==> config.mk <==
export PLATFORM = sky130hd
export DESIGN_NAME = time_keeper
export DESIGN_NICKNAME = d
export VERILOG_FILES = /design/src/rtl/clock_pkg.sv /design/src/rtl/seg7_decode.sv /design/src/rtl/time_keeper.sv
export SDC_FILE = /design/constraint.sdc
export NUM_CORES = 1
export LEC_CHECK = 0
export ABC_CLOCK_PERIOD_IN_PS = 2850
export BUFFER_PORTS_ARGS = -buffer_cell sky130_fd_sc_hd__buf_2
export CAP_MARGIN = 20
export CORE_ASPECT_RATIO = 0.9
export CORE_UTILIZATION = 54
export CTS_BUF_LIST = sky130_fd_sc_hd__clkbuf_16
export CTS_CLUSTER_SIZE = 30
export DETAILED_ROUTE_END_ITERATION = 12
export GPL_TIMING_DRIVEN = 0
export HOLD_SLACK_MARGIN = 0.1
export PLACE_DENSITY_LB_ADDON = 0.08
export SLEW_MARGIN = 10
export SYNTH_ARGS = -nofsm -noshare
export SYNTH_HDL_FRONTEND = slang
export SYNTH_SLANG_ARGS = --single-unit
==> constraint.sdc <==
create_clock -name CLOCK_50 -period 2.85 [get_ports CLOCK_50]
set_input_delay 0.285 -clock CLOCK_50 [delete_from_list [all_inputs] [get_ports CLOCK_50]]
set_output_delay 0.285 -clock CLOCK_50 [all_outputs]
set_load 0.01 [all_outputs]
==> src/rtl/clock_pkg.sv <==
// Shared types and constants for the time-of-day clock: BCD digit, HH:MM:SS record,
// segment patterns and a two-digit BCD increment helper.
package clock_pkg;

    typedef logic [3:0] bcd_t;

    // Packed so that digit n (s1 = 0 .. h10 = 5) sits at bits [4n+3:4n].
    typedef struct packed {
        bcd_t h10;
        bcd_t h1;
        bcd_t m10;
        bcd_t m1;
        bcd_t s10;
        bcd_t s1;
    } time_t;

    localparam logic [6:0] SEG_BLANK = 7'b1111111;
    localparam logic [6:0] SEG_ZERO  = 7'b1000000;
    localparam time_t      TIME_ZERO = '0;

    // Increment a two-digit BCD field, wrapping to 00 after {max_tens, max_ones}.
    function automatic logic [7:0] bcd2_inc(input bcd_t tens, input bcd_t ones,
                                            input bcd_t max_tens, input bcd_t max_ones);
        logic [7:0] r;
        if (tens == max_tens && ones == max_ones) begin
            r = 8'h00;
        end else if (ones == 4'd9) begin
            r = {tens + 4'd1, 4'd0};
        end else begin
            r = {tens, ones + 4'd1};
        end
        return r;
    endfunction

endpackage

==> src/rtl/seg7_decode.sv <==
// BCD digit to active-low 7-segment pattern {g,f,e,d,c,b,a}; non-BCD codes blank the digit.
module seg7_decode
    import clock_pkg::*;
(
    input  logic [3:0] digit,
    output logic [6:0] seg
);

    always_comb begin
        seg = SEG_BLANK;
        case (digit)
            4'd0: seg = SEG_ZERO;
            4'd1: seg = 7'b1111001;
            4'd2: seg = 7'b0100100;
            4'd3: seg = 7'b0110000;
            4'd4: seg = 7'b0011001;
            4'd5: seg = 7'b0010010;
            4'd6: seg = 7'b0000010;
            4'd7: seg = 7'b1111000;
            4'd8: seg = 7'b0000000;
            4'd9: seg = 7'b0010000;
            default: seg = SEG_BLANK;
        endcase
    end

endmodule

==> src/rtl/time_keeper.sv <==
// BCD HH:MM:SS time-of-day counter with hours/minutes set mode and registered 7-segment outputs.
// Define DIGIT_BLINK_EN to blink the field being set at BLINK_HZ.
module time_keeper
    import clock_pkg::*;
#(
    parameter int CLK_HZ   = 50_000_000,
    parameter int BLINK_HZ = 2
) (
    input  logic       CLOCK_50,
    input  logic       rst,
    input  logic       set_hours,
    input  logic       set_minutes,
    input  logic       inc,
    output logic       tick_1hz,
    output logic [6:0] HEX0,
    output logic [6:0] HEX1,
    output logic [6:0] HEX2,
    output logic [6:0] HEX3,
    output logic [6:0] HEX4,
    output logic [6:0] HEX5
);

    localparam int            PW       = (CLK_HZ > 1) ? $clog2(CLK_HZ) : 1;
    localparam logic [PW-1:0] PRESC_TC = PW'(CLK_HZ - 1);

    if (CLK_HZ < 2 || BLINK_HZ < 1) begin : g_cfg_check
        $error("time_keeper: CLK_HZ must be >= 2 and BLINK_HZ >= 1");
    end

    logic [PW-1:0] presc_reg, presc_next;
    time_t         time_reg, time_next;
    logic          min_mode_prev_reg;
    logic          tick_next;
    logic          set_mode, hours_mode, minutes_mode;
    logic          sec_wrap, min_wrap;
    logic          blank_hours, blank_minutes;
    logic [5:0]    field_blank;
    logic [41:0]   hex_bus;

    // Hours set wins when both levels are high.
    assign set_mode     = set_hours | set_minutes;
    assign hours_mode   = set_hours;
    assign minutes_mode = set_minutes & ~set_hours;
    assign sec_wrap     = (time_reg.s10 == 4'd5) && (time_reg.s1 == 4'd9);
    assign min_wrap     = (time_reg.m10 == 4'd5) && (time_reg.m1 == 4'd9);

    always_comb begin
        presc_next = presc_reg;
        time_next  = time_reg;
        tick_next  = 1'b0;
        if (set_mode) begin
            presc_next = '0;
            if (hours_mode) begin
                if (inc) begin
                    {time_next.h10, time_next.h1} = bcd2_inc(time_reg.h10, time_reg.h1, 4'd2, 4'd3);
                end
            end else begin
                if (!min_mode_prev_reg) begin
                    time_next.s10 = 4'd0;
                    time_next.s1  = 4'd0;
                end
                if (inc) begin
                    {time_next.m10, time_next.m1} = bcd2_inc(time_reg.m10, time_reg.m1, 4'd5, 4'd9);
                end
            end
        end else if (presc_reg == PRESC_TC) begin
            presc_next = '0;
            tick_next  = 1'b1;
            {time_next.s10, time_next.s1} = bcd2_inc(time_reg.s10, time_reg.s1, 4'd5, 4'd9);
            if (sec_wrap) begin
                {time_next.m10, time_next.m1} = bcd2_inc(time_reg.m10, time_reg.m1, 4'd5, 4'd9);
            end
            if (sec_wrap && min_wrap) begin
                {time_next.h10, time_next.h1} = bcd2_inc(time_reg.h10, time_reg.h1, 4'd2, 4'd3);
            end
        end else begin
            presc_next = presc_reg + 1'b1;
        end
    end

    always_ff @(posedge CLOCK_50 or posedge rst) begin
        if (rst) begin
            presc_reg         <= '0;
            time_reg          <= TIME_ZERO;
            min_mode_prev_reg <= 1'b0;
        end else begin
            presc_reg         <= presc_next;
            time_reg          <= time_next;
            min_mode_prev_reg <= minutes_mode;
        end
    end

    assign tick_1hz = tick_next;

`ifdef DIGIT_BLINK_EN
    localparam int            HALF     = CLK_HZ / (2 * BLINK_HZ);
    localparam int            BW       = (HALF > 1) ? $clog2(HALF) : 1;
    localparam logic [BW-1:0] BLINK_TC = BW'(HALF - 1);

    if (CLK_HZ < 2 * BLINK_HZ) begin : g_blink_cfg_check
        $error("time_keeper: CLK_HZ must be >= 2*BLINK_HZ with DIGIT_BLINK_EN");
    end

    logic [BW-1:0] blink_cnt_reg, blink_cnt_next;
    logic          blink_off_reg, blink_off_next;

    // Held in the lit phase outside set mode, so entering set mode always starts lit.
    always_comb begin
        blink_cnt_next = blink_cnt_reg;
        blink_off_next = blink_off_reg;
        if (!set_mode || inc) begin
            blink_cnt_next = '0;
            blink_off_next = 1'b0;
        end else if (blink_cnt_reg == BLINK_TC) begin
            blink_cnt_next = '0;
            blink_off_next = ~blink_off_reg;
        end else begin
            blink_cnt_next = blink_cnt_reg + 1'b1;
        end
    end

    always_ff @(posedge CLOCK_50 or posedge rst) begin
        if (rst) begin
            blink_cnt_reg <= '0;
            blink_off_reg <= 1'b0;
        end else begin
            blink_cnt_reg <= blink_cnt_next;
            blink_off_reg <= blink_off_next;
        end
    end

    assign blank_hours   = hours_mode & blink_off_reg;
    assign blank_minutes = minutes_mode & blink_off_reg;
`else
    assign blank_hours   = 1'b0;
    assign blank_minutes = 1'b0;
`endif

    assign field_blank = {blank_hours, blank_hours, blank_minutes, blank_minutes, 2'b00};

    genvar gi;
    generate
        for (gi = 0; gi < 6; gi++) begin : g_digit
            logic [6:0] seg_raw;
            logic [6:0] hex_reg;

            seg7_decode u_dec (
                .digit (time_reg[gi*4 +: 4]),
                .seg   (seg_raw)
            );

            always_ff @(posedge CLOCK_50 or posedge rst) begin
                if (rst) begin
                    hex_reg <= SEG_ZERO;
                end else begin
                    hex_reg <= field_blank[gi] ? SEG_BLANK : seg_raw;
                end
            end

            assign hex_bus[gi*7 +: 7] = hex_reg;
        end
    endgenerate

    assign HEX0 = hex_bus[6:0];
    assign HEX1 = hex_bus[13:7];
    assign HEX2 = hex_bus[20:14];
    assign HEX3 = hex_bus[27:21];
    assign HEX4 = hex_bus[34:28];
    assign HEX5 = hex_bus[41:35];

endmodule

Yosys cells after proc, flatten, opt, wreduce, memory -nomap -nowiden
Memories as Yosys holds them, arrays and structs flattened. A register that Yosys moved wholly into a read port is not among the register bits.
Cells that the tools add are included.
Storage, ports and cells
  register bits: 51
  memory bits (read-only): 672
  output and inout bits: 43
  memories: 6
Cells by class
  $add $sub $neg: 7
  eq/ne operators: 12
  mux-type cells: 19
  bitwise logic cells: 3
  reduce and logical (&&, ||, !) cells: 12
Memories
  (no name shown): words 16, bits a word 7, read ports 1, clocked after Yosys merged registers in 1, write ports 0, RTL line seg7_decode.sv:11  | case (digit)
  (no name shown): words 16, bits a word 7, read ports 1, clocked after Yosys merged registers in 1, write ports 0, RTL line seg7_decode.sv:11
  (no name shown): words 16, bits a word 7, read ports 1, clocked after Yosys merged registers in 1, write ports 0, RTL line seg7_decode.sv:11
  (no name shown): words 16, bits a word 7, read ports 1, clocked after Yosys merged registers in 1, write ports 0, RTL line seg7_decode.sv:11
  (no name shown): words 16, bits a word 7, read ports 1, clocked after Yosys merged registers in 1, write ports 0, RTL line seg7_decode.sv:11
  (no name shown): words 16, bits a word 7, read ports 1, clocked after Yosys merged registers in 1, write ports 0, RTL line seg7_decode.sv:11
Operators with widths (number)
  $mux W8: 12
  $mux W26: 2
  $mux W24: 2
  $add A26 B1 Y26 const B: 1
  $eq A26 B26 Y1 const B: 1
  $add A4 B1 Y4 const B: 6
  $mux W16: 1
  $eq A4 B4 Y1 const B: 3
  $reduce_and A4 Y1: 3
  $eq A4 B2 Y1 const B: 2
  $eq A4 B3 Y1 const B: 2
  $ne A2 B2 Y1 const B: 4
  $reduce_bool A2 Y1: 3
  $logic_and A1 B1 Y1: 4
  $reduce_and A3 Y1: 1
  $reduce_bool A3 Y1: 1
  $mux W1: 2
  $and A1 B1 Y1: 1
  $not A1 Y1: 1
  $or A1 B1 Y1: 1

Logic depth before layout (Yosys ltp)
Gate-level depths: netlist of run 1.
  depth after elaboration: 6
  depth in mapped cells: 7

Modules after synthesis
A second synthesis of run 1 with hierarchy kept.
Second synthesis, totals
  cells, all modules: 538
  area total of the unflattened synthesis: 5182.5 µm²
Modules (own cells, without submodules)
  time_keeper: times used 1, cells each 342, area an instance 3931.3 µm²
  seg7_decode at g_digit[1].u_dec ...: times used 5, cells each 33, area an instance 210.2 µm²
  seg7_decode at g_digit[0].u_dec: times used 1, cells each 31, area an instance 200.2 µm²

Least setup slack after synthesis of run 1
No wires, ideal clock.
  path kind: register -> register
  start: reg time_reg[1] in the netlist's numbering
  end: reg time_reg[10] in the netlist's numbering
  data arrival time: 1983 ps
  required time: 2725 ps
  path slack: 743 ps
  stages on the path, launching flop included: 8
  buffers on the path: 0
  clock period less this slack: 2107 ps
  cells stage by stage: dfrtp_1 > inv_1 > ha_1 > nand3b_1 > nor4_1 > nand3_2 > a21boi_1 > mux2_2
Between the ends
  word-level cells in the longest chain between the ends: 4
RTL lines
  start: declaration: RTL line time_keeper.sv:31  | time_t time_reg, time_next;
  start signal: assignment: RTL line time_keeper.sv:88  | time_reg <= time_next;
  $eq A4 B4 Y1: RTL line time_keeper.sv:44  | assign sec_wrap = (time_reg.s10 == 4'd5) && (time_reg.s1 == 4'd9);
  $logic_and A1 B1 Y1: RTL line time_keeper.sv:44
  $reduce_bool A2 Y1 (no line)
  $reduce_and A4 Y1 (no line)
Every way passes these cells.
A chain may end at the register's enable or synchronous reset.

Worst setup path in the final report of run 1
  start: reg presc_reg[9]
  end: out tick_1hz
Between the ends
  word-level cells in the longest chain between the ends: 3
RTL lines
  start: declaration: RTL line time_keeper.sv:30  | logic [PW-1:0] presc_reg, presc_next;
  start signal: assignment: RTL line time_keeper.sv:87  | presc_reg <= presc_next;
  $eq A26 B26 Y1: RTL line time_keeper.sv:66  | end else if (presc_reg == PRESC_TC) begin
  $mux W1: RTL line time_keeper.sv:66
  $mux W1: RTL line time_keeper.sv:51  | if (set_mode) begin
  end: declaration: RTL line time_keeper.sv:14  | output logic tick_1hz,
Every way passes these cells.

==> results of run 1 <==
==> per-stage QoR <==
stage,total power [mW],setup WS [ns]
final,4.378,0.2756
after CTS,4.414,0.2672
after floorplan,2.892,0.1546
after global routing,4.732,0.09543
after global placement,3.314,-0.8437
after detailed placement,3.345,0.3151
==> per-layer routing <==
layer / GRT usage / wire [µm]
met5: 0 / 0
met4: 0.05952 / 99
met3: 0.05887 / 339
met2: 0.3529 / 4353
met1: 0.2964 / 4600
==> report_power, final <==
part | switching (mW) | internal [mW] | leakage, nW
Clock | 0.470 | 0.576 | 0.129
Combinational | 0.902 | 0.589 | 1.12
Sequential | 0.187 | 1.65 | 1.17
Total | 1.56 | 2.82 | 2.43
==> cells by family after synthesis <==
logic type	after synthesis
and+or+nand+nor	216
AOI/OAI and AO/OA	103
DFF	93
buffers and inverters	43
adders and majority gates	31
xor gates and xnor gates	28
muxes	5
==> worst register-to-register path: cells and delay by family, from the launching register on <==
kind | cells | cell delay, ns
AOI/OAI and AO/OA | 1 | 0.23
adders and majority gates | 1 | 0.21
and+or+nand+nor | 3 | 1.04
DFF | 1 | 0.46
muxes | 1 | 0.34
buffers and inverters | 1 | 0.17
==> final timing paths <==
kind,from,to,slack [ns],cells past startpoint
max,presc_reg[9],tick_1hz,0.28,5
min,set_minutes,time_reg[0],0.26,2
max reg2reg,time_reg[1],time_reg[10],0.29,7
min reg2reg,presc_reg[0],presc_reg[0],0.53,1
max in group asynchronous,rst,HEX0[6],1.61,4
min in group asynchronous,rst,HEX3[1],0.56,3
==> final cells by class <==
cell class                      count  share of cell area
Multi-Input combinational cell    383              0.4298
Sequential cell                    93              0.4188
Timing Repair Buffer               48             0.04803
Clock buffer                        9             0.04039
Tap cell                          119             0.02671
Inverter                           26             0.01795
Buffer                             17             0.01212
Clock inverter                      7            0.006284
==> cells in the final DEF, fill, tap and decap left out, types with 3 or more instances in the layout <==
cell       instances
a21oi_1           36
a31oi_1            6
and3_1             4
buf_2             49
clkbuf_1          13
clkbuf_16          9
dfrtp_1           87
dfstp_2            6
ha_1              31
inv_1             27
nand2_1           49
nand2b_1           6
nand3_1           23
nand3b_1           5
nand4_1            9
nor2_1            72
nor2b_1            3
nor3_1            12
nor4_1             6
o211ai_1           6
o21ai_0           30
o22ai_1            4
o31ai_1            4
or2_2              8
xnor2_1           23
xor2_1             5
==> timing repair <==
action / CTS / global route
endpoints found under the hold margin: 38 / 0
endpoints found under the setup margin: 0 / 0
hold buffers: 1 / 0
==> results.json, run 1 <==
{
  "grt_pass1_vias": 3651,
  "grt_max_degree": 52,
  "place_congestion": 0.8737,
  "ios": 48,
  "synth_top_family_by_area": "simple AND/OR/NAND/NOR gates",
  "critical_path_required_ns": 2.57,
  "dr.pass1.iters": 4,
  "grt_use_total": 0.2211,
  "place_area_mm2": 0.005305,
  "finalMaxSlewViolations": 0,
  "n_antenna_cell": 0,
  "drc": 0,
  "coreArea_mm2": 0.008688,
  "clock_latency_ns": 0.34,
  "dr.first_iter.drc_count": 209,
  "synth.largest_area_cell": "dfrtp_1",
  "num_vias": 3852,
  "ant_nets": 0,
  "synthesis.area_mm2": 0.004896,
  "synth-edff-count": 0,
  "yosys-top-cells-area": "dfrtp_1, ha_1, nor2_1",
  "synth-compound-area-share": 0.1247,
  "final_nets": 614,
  "yosys_register_bits": 93,
  "fmax_mhz": 388.4,
  "fin_crit_ns": 2.574,
  "fin_area_mm2": 0.005575,
  "cts_tree": "built",
  "clk_pin_slew_worst_paths_ns": 0.06,
  "fin_hold_ws_ns": 0.2595,
  "antenna_found_initial": 0,
  "multi_input_area_mm2": 0.002396,
  "rows": 32,
  "clock_skew_ns": 0.005082,
  "path_cells": "nor4_1, nand4_1, or4_1, nor4b_1, buf_2",
  "pwr_density_cell_mw_per_mm2": 785.3,
  "syn_nets": 555,
  "setup_violations": 0,
  "netlist_top_cells_count": "dfrtp_1, nor2_1, nand2_1, a21oi_1, ha_1",
  "slew_headroom": 0.4874,
  "synth.distinct_cells": 57,
  "slowest_delay_ns": 0.48,
  "die_width_um": 102.4,
  "die_h_um": 92.33,
  "synthSimpleGateAreaFrac": 0.2236,
  "start_util": 0.5635,
  "synth_xor_area_frac": 0.05009,
  "fillers": 738,
  "finalCritPeriodShare": 0.9033,
  "worstPathArrival_ns": 2.29,
  "register_area_mm2": 0.002335,
  "hold_viol_final": 0,
  "dp.cells": 685,
  "worst_slew_pin_slew_ns": 0.7618,
  "path_class": "reg2out",
  "cts_inserted_buffers": 9,
  "rsz0062_at_grt": "false",
  "cts-root-buf": "clkbuf_16",
  "ys_warn_count": 0,
  "status": "finished, final reports clean",
  "cp-start-kind": "register",
  "post_cts_buffers": 0,
  "endpoint_kind": "primary output",
  "final_util": 0.6417,
  "async_reset_ff_frac": 1.000,
  "grt_pass1_wl_um": 16530,
  "hp-class": "in2reg",
  "leakage_nw": 2.426,
  "ys.flop_type": "dfrtp_1",
  "final_cells": 702,
  "drv_cap": 0,
  "die_area_mm2": 0.009452,
  "cts_resized": 0,
  "synthCells": 519,
  "wirelength_um": 9392,
  "crit_family": "simple AND/OR/NAND/NOR gates",
  "slowest_stage": "or4_1",
  "wl_per_cell_um": 13.38,
  "avgSynthCellArea_um2": 9.433,
  "area_delta_synth_final_pct": 13.88,
  "critPathBufInv": 1,
  "drive_gt1_frac": 0.1595,
  "yosysMostFrequentCell": "dfrtp_1",
  "ys_seq_area_frac": 0.4769,
  "htree_num_levels": 3,
  "worst-path-max-fanout": 6,
  "largest_reg_flops": 26,
  "synthMuxAreaShare": 0.01176,
  "grt-ovfl-total": 0,
  "cts_buffer_depth": 2,
  "vdd_ir_drop_max_mv": 0.4529,
  "dpl.hpwl_um": 6595,
  "viasPerCell": 5.487,
  "cts_sinks": 93,
  "synth_top_area_frac": 0.4447,
  "io_buffer_count": 46,
  "synthAdderAreaFrac": 0.07922,
  "setup_tns_ns": 0
}
(Power assumes the default switching activity.)
==> inputs of run 2 (changes only) <==
--- a/config.mk
+++ b/config.mk
@@ -6,13 +6,13 @@
 export NUM_CORES = 1
 export LEC_CHECK = 0
 export ABC_CLOCK_PERIOD_IN_PS = 2850
-export BUFFER_PORTS_ARGS = -buffer_cell sky130_fd_sc_hd__buf_2
 export CAP_MARGIN = 20
 export CORE_ASPECT_RATIO = 0.9
-export CORE_UTILIZATION = 54
+export CORE_UTILIZATION = 57
 export CTS_BUF_LIST = sky130_fd_sc_hd__clkbuf_16
 export CTS_CLUSTER_SIZE = 30
 export DETAILED_ROUTE_END_ITERATION = 12
+export DONT_BUFFER_PORTS = 1
 export GPL_TIMING_DRIVEN = 0
 export HOLD_SLACK_MARGIN = 0.1
 export PLACE_DENSITY_LB_ADDON = 0.08
==> results.json, run 2 (synthesis results as in run 1) <==
{
  "htree_num_levels": 3,
  "place_congestion": 0.8860,
  "drc": 0,
  "final_cells": 653,
  "r2r.worst_path.cells": 7,
  "die_area_mm2": 0.008965,
  "wirelength_um": 9406,
  "antenna_found_initial": 0,
  "worst-path-max-fanout": 6,
  "path_cells": "nor4_1, nand4_1, or4_1, nor4b_1",
  "cts_buffer_depth": 2,
  "crit_family": "simple AND/OR/NAND/NOR gates",
  "dr.first_iter.drc_count": 200,
  "leakage_nw": 2.246,
  "die_width_um": 99.69,
  "worst_slew_pin_slew_ns": 0.6967,
  "grt_use_total": 0.2273,
  "vdd_ir_drop_max_mv": 0.4560,
  "status": "finished, final reports clean",
  "coreArea_mm2": 0.008184,
  "final_nets": 569,
  "cts_tree": "built",
  "cts_sinks": 93,
  "grt_max_degree": 53,
  "cts_inserted_buffers": 9,
  "slew_headroom": 0.5312,
  "wl_per_cell_um": 14.40,
  "place_area_mm2": 0.005070,
  "fmax_mhz": 374.1,
  "fin_area_mm2": 0.005358,
  "io_buffer_count": 0,
  "cts_resized": 0,
  "grt_pass1_vias": 3525,
  "register_area_mm2": 0.002335,
  "worstPathArrival_ns": 2.39,
  "clk_pin_slew_worst_paths_ns": 0.07,
  "cp-start-kind": "register",
  "clock_latency_ns": 0.34,
  "fin_crit_ns": 2.673,
  "holdPathStages": 2,
  "finalMaxSlewViolations": 0,
  "reg2reg_slack_ns": 0.31,
  "drive_gt1_frac": 0.09108,
  "multi_input_area_mm2": 0.002396,
  "postCtsHoldBufs": 2,
  "grt_pass1_wl_um": 16590,
  "n_antenna_cell": 0,
  "clock_skew_ns": 0.009213,
  "rsz0062_at_grt": "false",
  "cp.depth": 4,
  "cts-root-buf": "clkbuf_16",
  "die_h_um": 89.93,
  "largest_reg_flops": 26,
  "path_class": "reg2out",
  "dpl.hpwl_um": 6542,
  "endpoint_kind": "primary output",
  "viasPerCell": 5.721,
  "finalCritPeriodShare": 0.9378,
  "slowest_stage": "nor4b_1",
  "setup_violations": 0,
  "critPathBufInv": 0,
  "drv_cap": 0,
  "final_common_cell": "dfrtp_1",
  "mostFrequentLayoutCells": "dfrtp_1, nor2_1, nand2_1",
  "hp-class": "in2reg",
  "ios": 48,
  "finalPower_mw": 4.262,
  "num_vias": 3736,
  "grt-ovfl-total": 0,
  "area_delta_synth_final_pct": 9.430,
  "fillers": 646,
  "hold_viol_final": 0,
  "pwr_density_cell_mw_per_mm2": 795.5,
  "post_cts_buffers": 0,
  "rows": 31,
  "critical_path_required_ns": 2.57,
  "setup_tns_ns": 0,
  "final_util": 0.6546,
  "dr.pass1.iters": 5,
  "start_util": 0.5982,
  "slowest_delay_ns": 0.65,
  "ant_nets": 0,
  "dp.cells": 635
}
## run 2: final timing paths
check,from,to
min in group asynchronous,rst,time_reg[10]
worst min register to register,presc_reg[0],presc_reg[0]
worst max-delay path,presc_reg[9],tick_1hz
worst min-delay path,set_minutes,time_reg[2]
worst max register to register,time_reg[5],time_reg[10]
max in group asynchronous,rst,HEX1[6]
## run 2: per-stage QoR
| stage | worst slack (ns) | hold slack (ns) |
|---|---|---|
| after floorplan | 0.1546 | 0.3953 |
| after global placement | -0.7482 | 0.4012 |
| after detailed placement | 0.3441 | 0.2506 |
| after CTS | 0.1682 | 0.1146 |
| after global routing | 0.1396 | 0.1374 |
| final | 0.1771 | 0.1235 |
## run 2: report_power, final
part / internal (mW) / total (mW) / switching [mW]
Sequential: 1.66 / 1.98 / 0.320
Combinational: 0.457 / 1.21 / 0.751
Clock: 0.586 / 1.07 / 0.486
Total: 2.70 / 4.26 / 1.56
## run 2: cell type report
type                            count  area share
Buffer                             17     0.01261
Clock buffer                        9     0.04204
Clock inverter                      7    0.007940
Inverter                           26     0.01868
Multi-Input combinational cell    383      0.4472
Sequential cell                    93      0.4358
Tap cell                          115     0.02686
Timing Repair Buffer                3    0.008874
## run 2: per-layer routing
metal / routed length (µm) / GRT usage / up-vias
met1: 4546 / 0.3207 / 1800
met5: 0 / 0 / -
met4: 93 / 0.07108 / 0
met2: 4354 / 0.3523 / 92
li1: - / - / 1835
met3: 412 / 0.04588 / 9
